<file path="src/rtl/pong_pkg.sv">
// Shared definitions for the pong match controller: state codes, index
// widths and the small combinational helpers used by the sequencer.
package pong_pkg;

  localparam int STATE_WIDTH = 3;
  localparam int PIDX_WIDTH  = 2;
  localparam int MAX_PLAYERS = 4;

  typedef logic [STATE_WIDTH-1:0] state_t;
  typedef logic [PIDX_WIDTH-1:0]  pidx_t;

  localparam state_t ST_IDLE   = 3'd0;
  localparam state_t ST_SERVE  = 3'd1;
  localparam state_t ST_PLAY   = 3'd2;
  localparam state_t ST_POINT  = 3'd3;
  localparam state_t ST_PAUSED = 3'd4;
  localparam state_t ST_OVER   = 3'd5;

  // Index of the lowest set bit; 0 when the mask is empty.
  function automatic pidx_t lowest_set(input logic [MAX_PLAYERS-1:0] mask);
    pidx_t idx;
    idx = '0;
    for (int i = MAX_PLAYERS - 1; i >= 0; i--) begin
      if (mask[i]) idx = pidx_t'(i);
    end
    return idx;
  endfunction

  // Number of set bits in a player mask.
  function automatic logic [2:0] popcount4(input logic [MAX_PLAYERS-1:0] mask);
    logic [2:0] cnt;
    cnt = '0;
    for (int i = 0; i < MAX_PLAYERS; i++) begin
      cnt = cnt + 3'(mask[i]);
    end
    return cnt;
  endfunction

  // First alive player strictly after cur, searching upward and wrapping
  // within num players. Returns cur unchanged if nobody else is alive.
  function automatic pidx_t next_alive(input logic [MAX_PLAYERS-1:0] alive_mask,
                                       input pidx_t cur, input int num);
    pidx_t res;
    logic  found;
    int    idx;
    res   = cur;
    found = 1'b0;
    for (int k = 1; k <= MAX_PLAYERS; k++) begin
      idx = (int'(cur) + k) % num;
      if (!found && k <= num && alive_mask[idx[1:0]]) begin
        res   = pidx_t'(idx);
        found = 1'b1;
      end
    end
    return res;
  endfunction

endpackage

</file>
<file path="src/rtl/pong_match_ctrl_if.sv">
// Bundle of the match controller's game-side signals. The master side
// (collision logic, button synchronizers) drives the events, the slave
// side (the controller) drives the match status back to the painters.
interface pong_match_ctrl_if #(
  parameter int NUM_PLAYERS = 2,
  parameter int LIVES_WIDTH = 3
);
  import pong_pkg::*;

  logic                               en;
  logic                               frame_pulse;
  logic [NUM_PLAYERS-1:0]             btn_action;
  logic                               ball_out;
  logic [PIDX_WIDTH-1:0]              out_player;
  logic                               paddle_hit;
  logic [STATE_WIDTH-1:0]             state;
  logic [NUM_PLAYERS*LIVES_WIDTH-1:0] lives;
  logic [NUM_PLAYERS-1:0]             alive;
  logic [PIDX_WIDTH-1:0]              server;
  logic [3:0]                         speed;
  logic                               ball_reset;
  logic                               ball_release;
  logic [PIDX_WIDTH-1:0]              winner;
  logic                               winner_valid;

  modport master (
    output en, frame_pulse, btn_action, ball_out, out_player, paddle_hit,
    input  state, lives, alive, server, speed, ball_reset, ball_release,
           winner, winner_valid
  );

  modport slave (
    input  en, frame_pulse, btn_action, ball_out, out_player, paddle_hit,
    output state, lives, alive, server, speed, ball_reset, ball_release,
           winner, winner_valid
  );
endinterface

</file>
<file path="src/rtl/pong_edge_detect.sv">
// Per-bit rising-edge detector for already-synchronized level inputs.
// The history register holds while disabled so a press made during a
// disabled stretch is still seen once the block is enabled again.
module pong_edge_detect #(
  parameter int WIDTH = 1
) (
  input  logic             clk,
  input  logic             rst,
  input  logic             en,
  input  logic [WIDTH-1:0] din,
  output logic [WIDTH-1:0] rise
);

  logic [WIDTH-1:0] prev_reg;

  // Track the previous sampled level of every bit.
  always_ff @(posedge clk) begin
    if (rst) begin
      prev_reg <= '0;
    end else if (en) begin
      prev_reg <= din;
    end
  end

  assign rise = din & ~prev_reg;

endmodule

</file>
<file path="src/rtl/pong_match_ctrl.sv">
// N-player pong match sequencer: owns lives, serve countdown, pause,
// ball speed ramp and winner detection, stepping on frame pulses and
// collision events. All outputs come straight from registers.
module pong_match_ctrl #(
  parameter int NUM_PLAYERS      = 2,
  parameter int LIVES_WIDTH      = 3,
  parameter int START_LIVES      = 3,
  parameter int SERVE_FRAMES     = 60,
  parameter int HITS_PER_SPEEDUP = 4,
  parameter int INIT_SPEED       = 2,
  parameter int MAX_SPEED        = 7
) (
  input  logic              clk,
  input  logic              rst,
  pong_match_ctrl_if.slave  bus
);
  import pong_pkg::*;

  localparam int SC_W = $clog2(SERVE_FRAMES + 1);
  localparam int HC_W = $clog2(HITS_PER_SPEEDUP + 1);

  typedef logic [LIVES_WIDTH-1:0] lives_t;

  localparam lives_t          LIVES_LOAD = lives_t'(START_LIVES);
  localparam lives_t          LIFE_ONE   = lives_t'(1);
  localparam logic [SC_W-1:0] SERVE_LOAD = SC_W'(SERVE_FRAMES);
  localparam logic [HC_W-1:0] HIT_LAST   = HC_W'(HITS_PER_SPEEDUP - 1);
  localparam logic [3:0]      SPEED_INIT = 4'(INIT_SPEED);
  localparam logic [3:0]      SPEED_MAX  = 4'(MAX_SPEED);

  state_t                 state_reg, state_next;
  lives_t                 lives_reg [NUM_PLAYERS];
  lives_t                 lives_next [NUM_PLAYERS];
  logic [NUM_PLAYERS-1:0] alive_reg, alive_next;
  pidx_t                  server_reg, server_next;
  pidx_t                  winner_reg, winner_next;
  logic                   winner_valid_reg, winner_valid_next;
  logic [3:0]             speed_reg, speed_next;
  logic [SC_W-1:0]        serve_cnt_reg, serve_cnt_next;
  logic [HC_W-1:0]        hit_cnt_reg, hit_cnt_next;
  logic                   ball_reset_reg, ball_reset_next;
  logic                   ball_release_reg, ball_release_next;

  logic [NUM_PLAYERS-1:0] press;
  logic [MAX_PLAYERS-1:0] press4;
  logic [MAX_PLAYERS-1:0] alive4;
  logic                   any_press;
  logic                   server_press;
  logic                   out_alive;

  pong_edge_detect #(
    .WIDTH (NUM_PLAYERS)
  ) u_btn_edge (
    .clk  (clk),
    .rst  (rst),
    .en   (bus.en),
    .din  (bus.btn_action),
    .rise (press)
  );

  assign any_press = |press;

  // Widen the per-player masks to the package's fixed four-player view,
  // and pack the lives counters onto the output bus.
  for (genvar gi = 0; gi < MAX_PLAYERS; gi++) begin : g_mask
    if (gi < NUM_PLAYERS) begin : g_used
      assign press4[gi] = press[gi];
      assign alive4[gi] = alive_reg[gi];
      assign bus.lives[gi*LIVES_WIDTH +: LIVES_WIDTH] = lives_reg[gi];
    end else begin : g_unused
      assign press4[gi] = 1'b0;
      assign alive4[gi] = 1'b0;
    end
  end

  // Decode "the server pressed" and "the out-of-bounds player is alive";
  // an out-of-range out_player never matches and so reads as dead.
  always_comb begin
    server_press = 1'b0;
    out_alive    = 1'b0;
    for (int i = 0; i < NUM_PLAYERS; i++) begin
      if (server_reg == pidx_t'(i) && press[i]) server_press = 1'b1;
      if (bus.out_player == pidx_t'(i) && alive_reg[i]) out_alive = 1'b1;
    end
  end

  // Match sequencer: everything holds and pulses drop while disabled.
  always_comb begin
    state_next        = state_reg;
    server_next       = server_reg;
    winner_next       = winner_reg;
    winner_valid_next = winner_valid_reg;
    speed_next        = speed_reg;
    serve_cnt_next    = serve_cnt_reg;
    hit_cnt_next      = hit_cnt_reg;
    ball_reset_next   = 1'b0;
    ball_release_next = 1'b0;
    for (int i = 0; i < NUM_PLAYERS; i++) lives_next[i] = lives_reg[i];

    if (bus.en) begin
      case (state_reg)
        ST_IDLE: begin
          if (any_press) begin
            for (int i = 0; i < NUM_PLAYERS; i++) lives_next[i] = LIVES_LOAD;
            server_next     = lowest_set(press4);
            ball_reset_next = 1'b1;
            serve_cnt_next  = SERVE_LOAD;
            state_next      = ST_SERVE;
          end
        end

        ST_SERVE: begin
          // The server may cut the countdown short with a press.
          if (server_press || (bus.frame_pulse && serve_cnt_reg == SC_W'(1))) begin
            speed_next        = SPEED_INIT;
            hit_cnt_next      = '0;
            ball_release_next = 1'b1;
            state_next        = ST_PLAY;
          end else if (bus.frame_pulse) begin
            serve_cnt_next = serve_cnt_reg - SC_W'(1);
          end
        end

        ST_PLAY: begin
          // A scored point outranks a same-cycle hit or pause press.
          if (bus.ball_out && out_alive) begin
            for (int i = 0; i < NUM_PLAYERS; i++) begin
              if (bus.out_player == pidx_t'(i)) lives_next[i] = lives_reg[i] - LIFE_ONE;
            end
            server_next = bus.out_player;
            state_next  = ST_POINT;
          end else begin
            if (bus.paddle_hit) begin
              if (hit_cnt_reg == HIT_LAST) begin
                hit_cnt_next = '0;
                speed_next   = (speed_reg >= SPEED_MAX) ? SPEED_MAX : speed_reg + 4'd1;
              end else begin
                hit_cnt_next = hit_cnt_reg + HC_W'(1);
              end
            end
            if (any_press) state_next = ST_PAUSED;
          end
        end

        ST_POINT: begin
          // alive_reg already reflects the decrement made on entry.
          if (!alive4[server_reg]) server_next = next_alive(alive4, server_reg, NUM_PLAYERS);
          if (popcount4(alive4) == 3'd1) begin
            winner_next       = lowest_set(alive4);
            winner_valid_next = 1'b1;
            state_next        = ST_OVER;
          end else begin
            ball_reset_next = 1'b1;
            serve_cnt_next  = SERVE_LOAD;
            state_next      = ST_SERVE;
          end
        end

        ST_PAUSED: begin
          if (any_press) state_next = ST_PLAY;
        end

        ST_OVER: begin
          if (any_press) begin
            winner_valid_next = 1'b0;
            state_next        = ST_IDLE;
          end
        end

        default: begin
          state_next = ST_IDLE;
        end
      endcase
    end
  end

  // Alive flags are registered alongside the lives they summarise.
  always_comb begin
    alive_next = '0;
    for (int i = 0; i < NUM_PLAYERS; i++) alive_next[i] = |lives_next[i];
  end

  // State register; reset takes priority over the enable.
  always_ff @(posedge clk) begin
    if (rst) begin
      state_reg        <= ST_IDLE;
      for (int i = 0; i < NUM_PLAYERS; i++) lives_reg[i] <= '0;
      alive_reg        <= '0;
      server_reg       <= '0;
      winner_reg       <= '0;
      winner_valid_reg <= 1'b0;
      speed_reg        <= '0;
      serve_cnt_reg    <= '0;
      hit_cnt_reg      <= '0;
      ball_reset_reg   <= 1'b0;
      ball_release_reg <= 1'b0;
    end else begin
      state_reg        <= state_next;
      for (int i = 0; i < NUM_PLAYERS; i++) lives_reg[i] <= lives_next[i];
      alive_reg        <= alive_next;
      server_reg       <= server_next;
      winner_reg       <= winner_next;
      winner_valid_reg <= winner_valid_next;
      speed_reg        <= speed_next;
      serve_cnt_reg    <= serve_cnt_next;
      hit_cnt_reg      <= hit_cnt_next;
      ball_reset_reg   <= ball_reset_next;
      ball_release_reg <= ball_release_next;
    end
  end

  assign bus.state        = state_reg;
  assign bus.alive        = alive_reg;
  assign bus.server       = server_reg;
  assign bus.speed        = speed_reg;
  assign bus.ball_reset   = ball_reset_reg;
  assign bus.ball_release = ball_release_reg;
  assign bus.winner       = winner_reg;
  assign bus.winner_valid = winner_valid_reg;

endmodule

</file>
<file path="src/flat_wrapper.sv">
// flat-port wrapper written by rule: the top's interface ports become plain ports
module pong_match_ctrl_flat import pong_pkg::*;
#(
  parameter int NUM_PLAYERS      = 2,
  parameter int LIVES_WIDTH      = 3,
  parameter int START_LIVES      = 3,
  parameter int SERVE_FRAMES     = 60,
  parameter int HITS_PER_SPEEDUP = 4,
  parameter int INIT_SPEED       = 2,
  parameter int MAX_SPEED        = 7
)
  (clk, rst, bus_en, bus_frame_pulse, bus_btn_action, bus_ball_out, bus_out_player, bus_paddle_hit, bus_state, bus_lives, bus_alive, bus_server, bus_speed, bus_ball_reset, bus_ball_release, bus_winner, bus_winner_valid);
  pong_match_ctrl_if #(.NUM_PLAYERS(NUM_PLAYERS), .LIVES_WIDTH(LIVES_WIDTH)) bus_i ();
  input  logic clk;
  input  logic rst;
  input wire logic [$bits(bus_i.en)-1:0] bus_en;
  input wire logic [$bits(bus_i.frame_pulse)-1:0] bus_frame_pulse;
  input wire logic [$bits(bus_i.btn_action)-1:0] bus_btn_action;
  input wire logic [$bits(bus_i.ball_out)-1:0] bus_ball_out;
  input wire logic [$bits(bus_i.out_player)-1:0] bus_out_player;
  input wire logic [$bits(bus_i.paddle_hit)-1:0] bus_paddle_hit;
  output wire logic [$bits(bus_i.state)-1:0] bus_state;
  output wire logic [$bits(bus_i.lives)-1:0] bus_lives;
  output wire logic [$bits(bus_i.alive)-1:0] bus_alive;
  output wire logic [$bits(bus_i.server)-1:0] bus_server;
  output wire logic [$bits(bus_i.speed)-1:0] bus_speed;
  output wire logic [$bits(bus_i.ball_reset)-1:0] bus_ball_reset;
  output wire logic [$bits(bus_i.ball_release)-1:0] bus_ball_release;
  output wire logic [$bits(bus_i.winner)-1:0] bus_winner;
  output wire logic [$bits(bus_i.winner_valid)-1:0] bus_winner_valid;
  assign bus_i.en = bus_en;
  assign bus_i.frame_pulse = bus_frame_pulse;
  assign bus_i.btn_action = bus_btn_action;
  assign bus_i.ball_out = bus_ball_out;
  assign bus_i.out_player = bus_out_player;
  assign bus_i.paddle_hit = bus_paddle_hit;
  assign bus_state = bus_i.state;
  assign bus_lives = bus_i.lives;
  assign bus_alive = bus_i.alive;
  assign bus_server = bus_i.server;
  assign bus_speed = bus_i.speed;
  assign bus_ball_reset = bus_i.ball_reset;
  assign bus_ball_release = bus_i.ball_release;
  assign bus_winner = bus_i.winner;
  assign bus_winner_valid = bus_i.winner_valid;
  pong_match_ctrl #(.NUM_PLAYERS(NUM_PLAYERS), .LIVES_WIDTH(LIVES_WIDTH), .START_LIVES(START_LIVES), .SERVE_FRAMES(SERVE_FRAMES), .HITS_PER_SPEEDUP(HITS_PER_SPEEDUP), .INIT_SPEED(INIT_SPEED), .MAX_SPEED(MAX_SPEED)) u_core (.clk(clk), .rst(rst), .bus(bus_i));
endmodule
</file>
<file path="config.mk">
export PLATFORM = sky130hd
export DESIGN_NAME = pong_match_ctrl_flat
export DESIGN_NICKNAME = d
export VERILOG_FILES = /design/src/rtl/pong_pkg.sv /design/src/rtl/pong_match_ctrl_if.sv /design/src/rtl/pong_edge_detect.sv /design/src/rtl/pong_match_ctrl.sv /design/src/flat_wrapper.sv
export SDC_FILE = /design/constraint.sdc
export NUM_CORES = 1
export LEC_CHECK = 0
export BUFFER_PORTS_ARGS = -buffer_cell sky130_fd_sc_hd__buf_4
export CORE_ASPECT_RATIO = 1.1
export CORE_MARGIN = 3
export CORE_UTILIZATION = 54
export CTS_CLUSTER_SIZE = 30
export DETAILED_ROUTE_END_ITERATION = 6
export HOLD_SLACK_MARGIN = 0.05
export PLACE_DENSITY = 0.77
export SLEW_MARGIN = 30
export SYNTH_ARGS = -nofsm -noshare
export SYNTH_HDL_FRONTEND = slang
export SYNTH_SLANG_ARGS = --single-unit
</file>
<file path="constraint.sdc">
create_clock -name clk -period 2.15 [get_ports clk]
set_input_delay 0.215 -clock clk [delete_from_list [all_inputs] [get_ports clk]]
set_output_delay 0.215 -clock clk [all_outputs]
set_load 0.02 [all_outputs]
</file>
=== Word-level counts from Yosys, hierarchy flattened ===
Memories as Yosys holds them, arrays and structs flattened.
Cells that the tools add are included.

* Register bits after elaboration: 27
* RAM bits: 6
* Output and inout port bits: 22
* Word-level logic and storage cells: 151
* Memories kept: 1

{| class="wikitable"
|+ Memories
! memory !! depth !! bits a word !! read ports !! clocked after memory_dff !! write ports !! line !! RTL
|-
| u_core.lives_reg || 2 || 3 || 2 || 0 || 2 || pong_match_ctrl.sv:32 || <nowiki>lives_t lives_reg [NUM_PLAYERS];</nowiki>
|}

* Add/sub/neg operators: 8
* $lt $le $gt $ge: 4
* Eq/ne operators: 25
* Multiplexer cells: 66
* Bitwise operators: 8
* Reductions and logical operators: 28

{| class="wikitable"
|+ Operator list
! cell !! number
|-
| $mux 3 || 15
|-
| $mux 6 || 7
|-
| $reduce_and 6->1 || 4
|-
| $mux 1 || 23
|-
| $mux 4 || 5
|-
| $pmux 3 s6 || 1
|-
| $pmux 6 s3 || 1
|-
| $ne 2x1->1 const B || 7
|-
| $ne 2x2->1 const B || 6
|-
| $pmux 6 s2 || 1
|-
| $mux 2 || 5
|-
| $eq 3x2->1 const B || 3
|-
| $lt 2x3->1 const B || 3
|-
| $reduce_or 3->1 || 3
|-
| $pmux 4 s2 || 1
|-
| $logic_and 1x1->1 || 7
|-
| $bmux 1 s2 || 3
|-
| $eq 3x1->1 const B || 2
|-
| $eq 3x3->1 const B || 2
|-
| $eq 6x1->1 const B || 1
|-
| $ne 3x1->1 const B || 2
|-
| $pmux 2 s3 || 1
|-
| $pmux 3 s2 || 1
|-
| $reduce_bool 3->1 || 2
|-
| 23 further kinds || 33
|}

=== Logic depth before layout (Yosys ltp) ===
* Word-level depth: 13
* Depth in mapped cells: 8
* Gate-level depth less buffers: 7

=== Modules after synthesis ===
Synthesis repeated with hierarchy kept, for this count alone.

* Cell total of the unflattened synthesis: 229
* Area total of the unflattened synthesis: 1978.1 um^2

{| class="wikitable"
|+ By module, submodules not included
! module !! instances !! cells each !! area an instance (um^2) !! seq. area each (um^2)
|-
| pong_match_ctrl || 1 || 221 || 1898.1 || 600.6
|-
| pong_edge_detect || 1 || 8 || 80.1 || 40.0
|}

=== Worst setup path after synthesis ===
Ideal clock, no wire load.

* Kind: flip-flop to flip-flop
* From: register u_core.state_reg[2], in the netlist u_core.bus.state[2]
* To: register u_core.hit_cnt_reg[0]
* Setup time: 0.070 ns
* Arrival: 1.931 ns
* Data required time: 2.080 ns
* Setup slack: 0.148 ns
* Cell stages (with the launch flop): 8
* Buffers on the path: 2
* Period minus slack after synthesis: 2.002 ns
* Cells stage by stage: dfxtp_1 > buf_6 > or3b_1 > buf_2 > a211oi_4 > o22ai_2 > or4_1 > a21oi_1

* Longest elaborated chain between the ends: 3

{| class="wikitable"
|+ Ends and longest elaborated chain
! what !! line !! RTL
|-
| start, declared || pong_match_ctrl.sv:31 || <nowiki>state_t state_reg, state_next;</nowiki>
|-
| start signal, assigned || pong_match_ctrl.sv:198 || <nowiki>state_reg <= state_next;</nowiki>
|-
| $eq 3x2->1 / $eq 3x1->1 (equally long branches) || pong_match_ctrl.sv:101 || <nowiki>case (state_reg)</nowiki>
|-
| $ne 2x2->1 (no source line), or another cell as far along || -- ||
|-
| $reduce_and 5->1 (no source line) || -- ||
|-
| end signal, assigned || pong_match_ctrl.sv:206 || <nowiki>hit_cnt_reg <= hit_cnt_next;</nowiki>
|-
| end, declared || pong_match_ctrl.sv:40 || <nowiki>logic [HC_W-1:0] hit_cnt_reg, hit_cnt_next;</nowiki>
|}

Parallel ways exist; a longest one is shown, timed or not.
A chain may end at the register's enable or synchronous reset.

=== Worst setup path in the final report ===
* From: register u_core.alive_reg[1], in the netlist u_core.bus.alive[1]
* To: register u_core.serve_cnt_reg[4]

* Longest elaborated chain between the ends: 4

{| class="wikitable"
|+ Ends and longest elaborated chain
! what !! line !! RTL
|-
| start, declared || pong_match_ctrl.sv:34 || <nowiki>logic [NUM_PLAYERS-1:0] alive_reg, alive_next;</nowiki>
|-
| start signal, assigned || pong_match_ctrl.sv:200 || <nowiki>alive_reg <= alive_next;</nowiki>
|-
| $add 1x1->2 || pong_pkg.sv:34 || <nowiki>cnt = cnt + 3'(mask[i]);</nowiki>
|-
| $eq 3x1->1 || pong_match_ctrl.sv:148 || <nowiki>if (popcount4(alive4) == 3'd1) begin</nowiki>
|-
| $ne 2x2->1 (no source line) || -- ||
|-
| $reduce_and 6->1 (no source line) || -- ||
|-
| end signal, assigned || pong_match_ctrl.sv:205 || <nowiki>serve_cnt_reg <= serve_cnt_next;</nowiki>
|-
| end, declared || pong_match_ctrl.sv:39 || <nowiki>logic [SC_W-1:0] serve_cnt_reg, serve_cnt_next;</nowiki>
|}

Every way passes these cells.

==> summary.md <==
| Metric | Value |
|---|---|
| Wire length of the first global-routing pass | slightly above 8000 µm |
| Placer congestion estimate | 0.903 |
| Starting Density | between 50% and 60% |
| Worst r2r src | u_core.bus.alive[1] |
| CTS tree | built |
| Area of the mapped netlist | ~0.0020 mm² |
| Vias after detailed routing | between 1500 and 2000 |
| Number of antenna violations at the first check in global routing | 0 |
| Yosys warning total | 0 |
| Placed Area | between 0.002 and 0.0025 mm² |
| # Max-Cap Violations | 0 |
| Worst Setup Start Kind | register |
| Reg-to-reg critical path endpoint | u_core.serve_cnt_reg[4] |
| Gr usage total | a little under a quarter |
| Crit path to | u_core.serve_cnt_reg[4] |
| Clock transition at the registers of the reported paths | around 0.10 ns |
| Critical path fanouts, max | 10 |
| DRT iter0 DRCs | around 160 |
| Number of enable-type register cells in the synthesized netlist | 0 |
| Remaining global-route overflow | 0 |
| Hpwl dp | around 3700 µm |
| Worst Hold Path Cells | 3 |
| Number of detailed-routing iterations run before antenna repair | 5 |
| Number of global-route vias before repair | ~1800 |
| Type of the tightest min-delay check | in -> reg |
| Routed wire length | between 4000 and 5000 µm |
| Most common cell after layout, fill and taps aside | buf_4 |
| Setup CP Type | reg -> reg |
| Post-synthesis sequential element count | 32 |
| Clock Sinks | 32 |
| Layout cells sized above 1 | around 24% |
| Fin crit period | ~2.0 ns |
| Share of the clock period used by the worst path | 95.0% |
| Main synth FF type | dfxtp_1 |
| Via density per instance | a little under 6 |
| Post-CTS setup repair buffer count | 0 |
| Final cell area excluding filler cells | about 0.0024 mm² |
| H-Tree Level Count | 2 |
| Overall die height | slightly below 70 µm |
| Worst-margin pin slew | around 0.55 ns |
| Worst-skew pair later-pin latency | between 0.3 and 0.4 ns |
| I/O Pins | 32 |
| Layout net count | about 300 |
| Remaining antenna violation count after routing | 0 |
| DIE WIDTH | 63.7 µm |
| Fraction of the yosys area taken by sequential cells | 32.3% |
| Worst reg-to-reg path cell count | 7 |
| Clk_skew | around 0.013 ns |
| Core footprint | between 0.003 and 0.004 mm² |
| Number of pins with negative max-slew slack in the final report | 0 |
| Floorplan die area | about 0.0044 mm² |
| Net Count, Synth | between 200 and 300 |
| Unrepaired setup endpoints after global routing | no |
| Endpoints failing setup | 0 |
| Total leakage power | 0.000995 µW |
| Worst IR Drop VDD | between 0.4 and 0.5 mV |
| Max Fclk | approximately 0.49 GHz |
| Final-layout setup total negative slack | 0 ns |
| Count of unique library cells instantiated by Yosys | 54 |
| Register-to-register path setup slack | approximately 0.11 ns |
| Hold path startpoint | bus_btn_action[1] |
| Data arrival time at the worst-slack endpoint | between 2 and 2.5 ns |
| Outcome | finished, final reports clean |
| Maximum number of pins on one net before global-route repair | 29 |
| Commonest cells after routing, fill and taps aside | buf_4 (46), dfxtp_1 (32), nor2_1 (30), nand2_1 (18) |
| Ys async rst share | 0% |
| Number of rows created at floorplan | 22 |
| Number of buffers created by CTS | 5 |
| Area Growth Syn to Fin | 20.6% |
| Synthesized area per cell | between 7 and 8 µm² |
| Longest Clk Path Bufs | 2 |
| Diodes inserted | 0 |
| Relative slew slack | about 64% |
| Root Buffer Master | clkbuf_4 |
| Average wire per cell in the routed design | 14.6 µm |
| Number of buffers inserted by port buffering | 30 |
| Final number of hold-violating endpoints | 0 |
| Origin of the worst setup path | u_core.bus.alive[1] |
| Required time reported for the critical path endpoint | roughly 2.4 ns |
| Nature of the critical path endpoint | register |
| PD cells | ~640 mW/mm² |
| Number of DRC violations after detailed routing | 0 |
| Number of buffers inserted by hold repair at cts | 0 |
| Cells after synthesis | 248 |
[synthesized netlist by cell type, types with 4 or more instances]
cell      number  area [µm²]
mux2i_1        5        50.1
clkbuf_1       7        26.3
ha_1           7        87.6
nor2_1        30         113
nor3_1         4        20.0
nand2_1       18        67.6
buf_2          4        20.0
o31ai_1        4        30.0
or3_1          5        31.3
dfxtp_1       32         641
or4_1          4        30.0
mux2_2         5        56.3
a22o_1         4        35.0
a22oi_1        4        30.0
o21ai_0       14        70.1
a211oi_1       4        30.0
nand3_1       11        55.1
a31oi_1        7        43.8
a21oi_1       13        65.1
inv_1         14        52.6
nor2b_1        8        50.1
[kinds of logic after synthesis]
family / Yosys count / synth area share (%)
simple gates: 96 / 24.8
compound gates: 73 / 26.6
flops: 32 / 32.3
buf+inv: 29 / 6.32
mux: 10 / 5.37
fa+ha+maj: 7 / 4.42
other cells: 1 / 0.189
[layer usage]
layer / share of wire (%) / vias up / track usage (%)
met5: 0 / - / 0
met4: 1.9 / 0 / 7.91
met3: 4.6 / 10 / 5.19
met2: 46 / 50 / 36.7
met1: 47 / 927 / 30.0
li1: - / 973 / -
[area by class of cell]
class	count	area (µm²)
Multi-Input combinational cell	187	1220
Fill cell	317	1050
Sequential cell	32	641
Timing Repair Buffer	46	345
Clock buffer	7	65.1
Tap cell	48	60.1
Inverter	15	56.3
[worst min-delay path by stage]
stage               slack, ns                             to
finish                   0.13  u_core.u_btn_edge.prev_reg[1]
global route             0.16  u_core.u_btn_edge.prev_reg[0]
CTS                      0.12  u_core.u_btn_edge.prev_reg[1]
detailed placement       0.46          u_core.hit_cnt_reg[2]
global placement         0.46          u_core.hit_cnt_reg[2]
floorplan                0.36  u_core.u_btn_edge.prev_reg[1]
[report_power, final]
group	total, µW	switching, µW	leakage, µW	internal [µW]
logic	460	259	0.000696	202
clock network	391	206	0.0000374	185
registers	679	44.6	0.000262	635
[metrics by stage]
stage	cells	hold WS (ns)	total power [µW]	setup WS [ns]	utilization, %
floorplan	248	0.362	988	0.148	-
global placement	328	0.456	1140	0.0577	67.3
detailed placement	328	0.458	1140	-0.0243	67.3
CTS	335	0.122	1530	0.116	69.3
global route	335	0.158	1610	0.0269	69.4
finish	335	0.127	1530	0.107	69.4
[repair_timing]
action,CTS,global route
resized for setup,1,1
hold endpoints to repair,0,0
endpoints found under the setup margin,2,1
[critical path: stages (launching register included)]
cell and delay [ns]:
dfxtp_1 0.41, ha_2 0.43, mux2i_1 0.09, nor2_1 0.15, nor2_1 0.06, buf_4 0.16, or4_1 0.50, a31oi_1 0.16
Power figures use the tool's default switching activity.
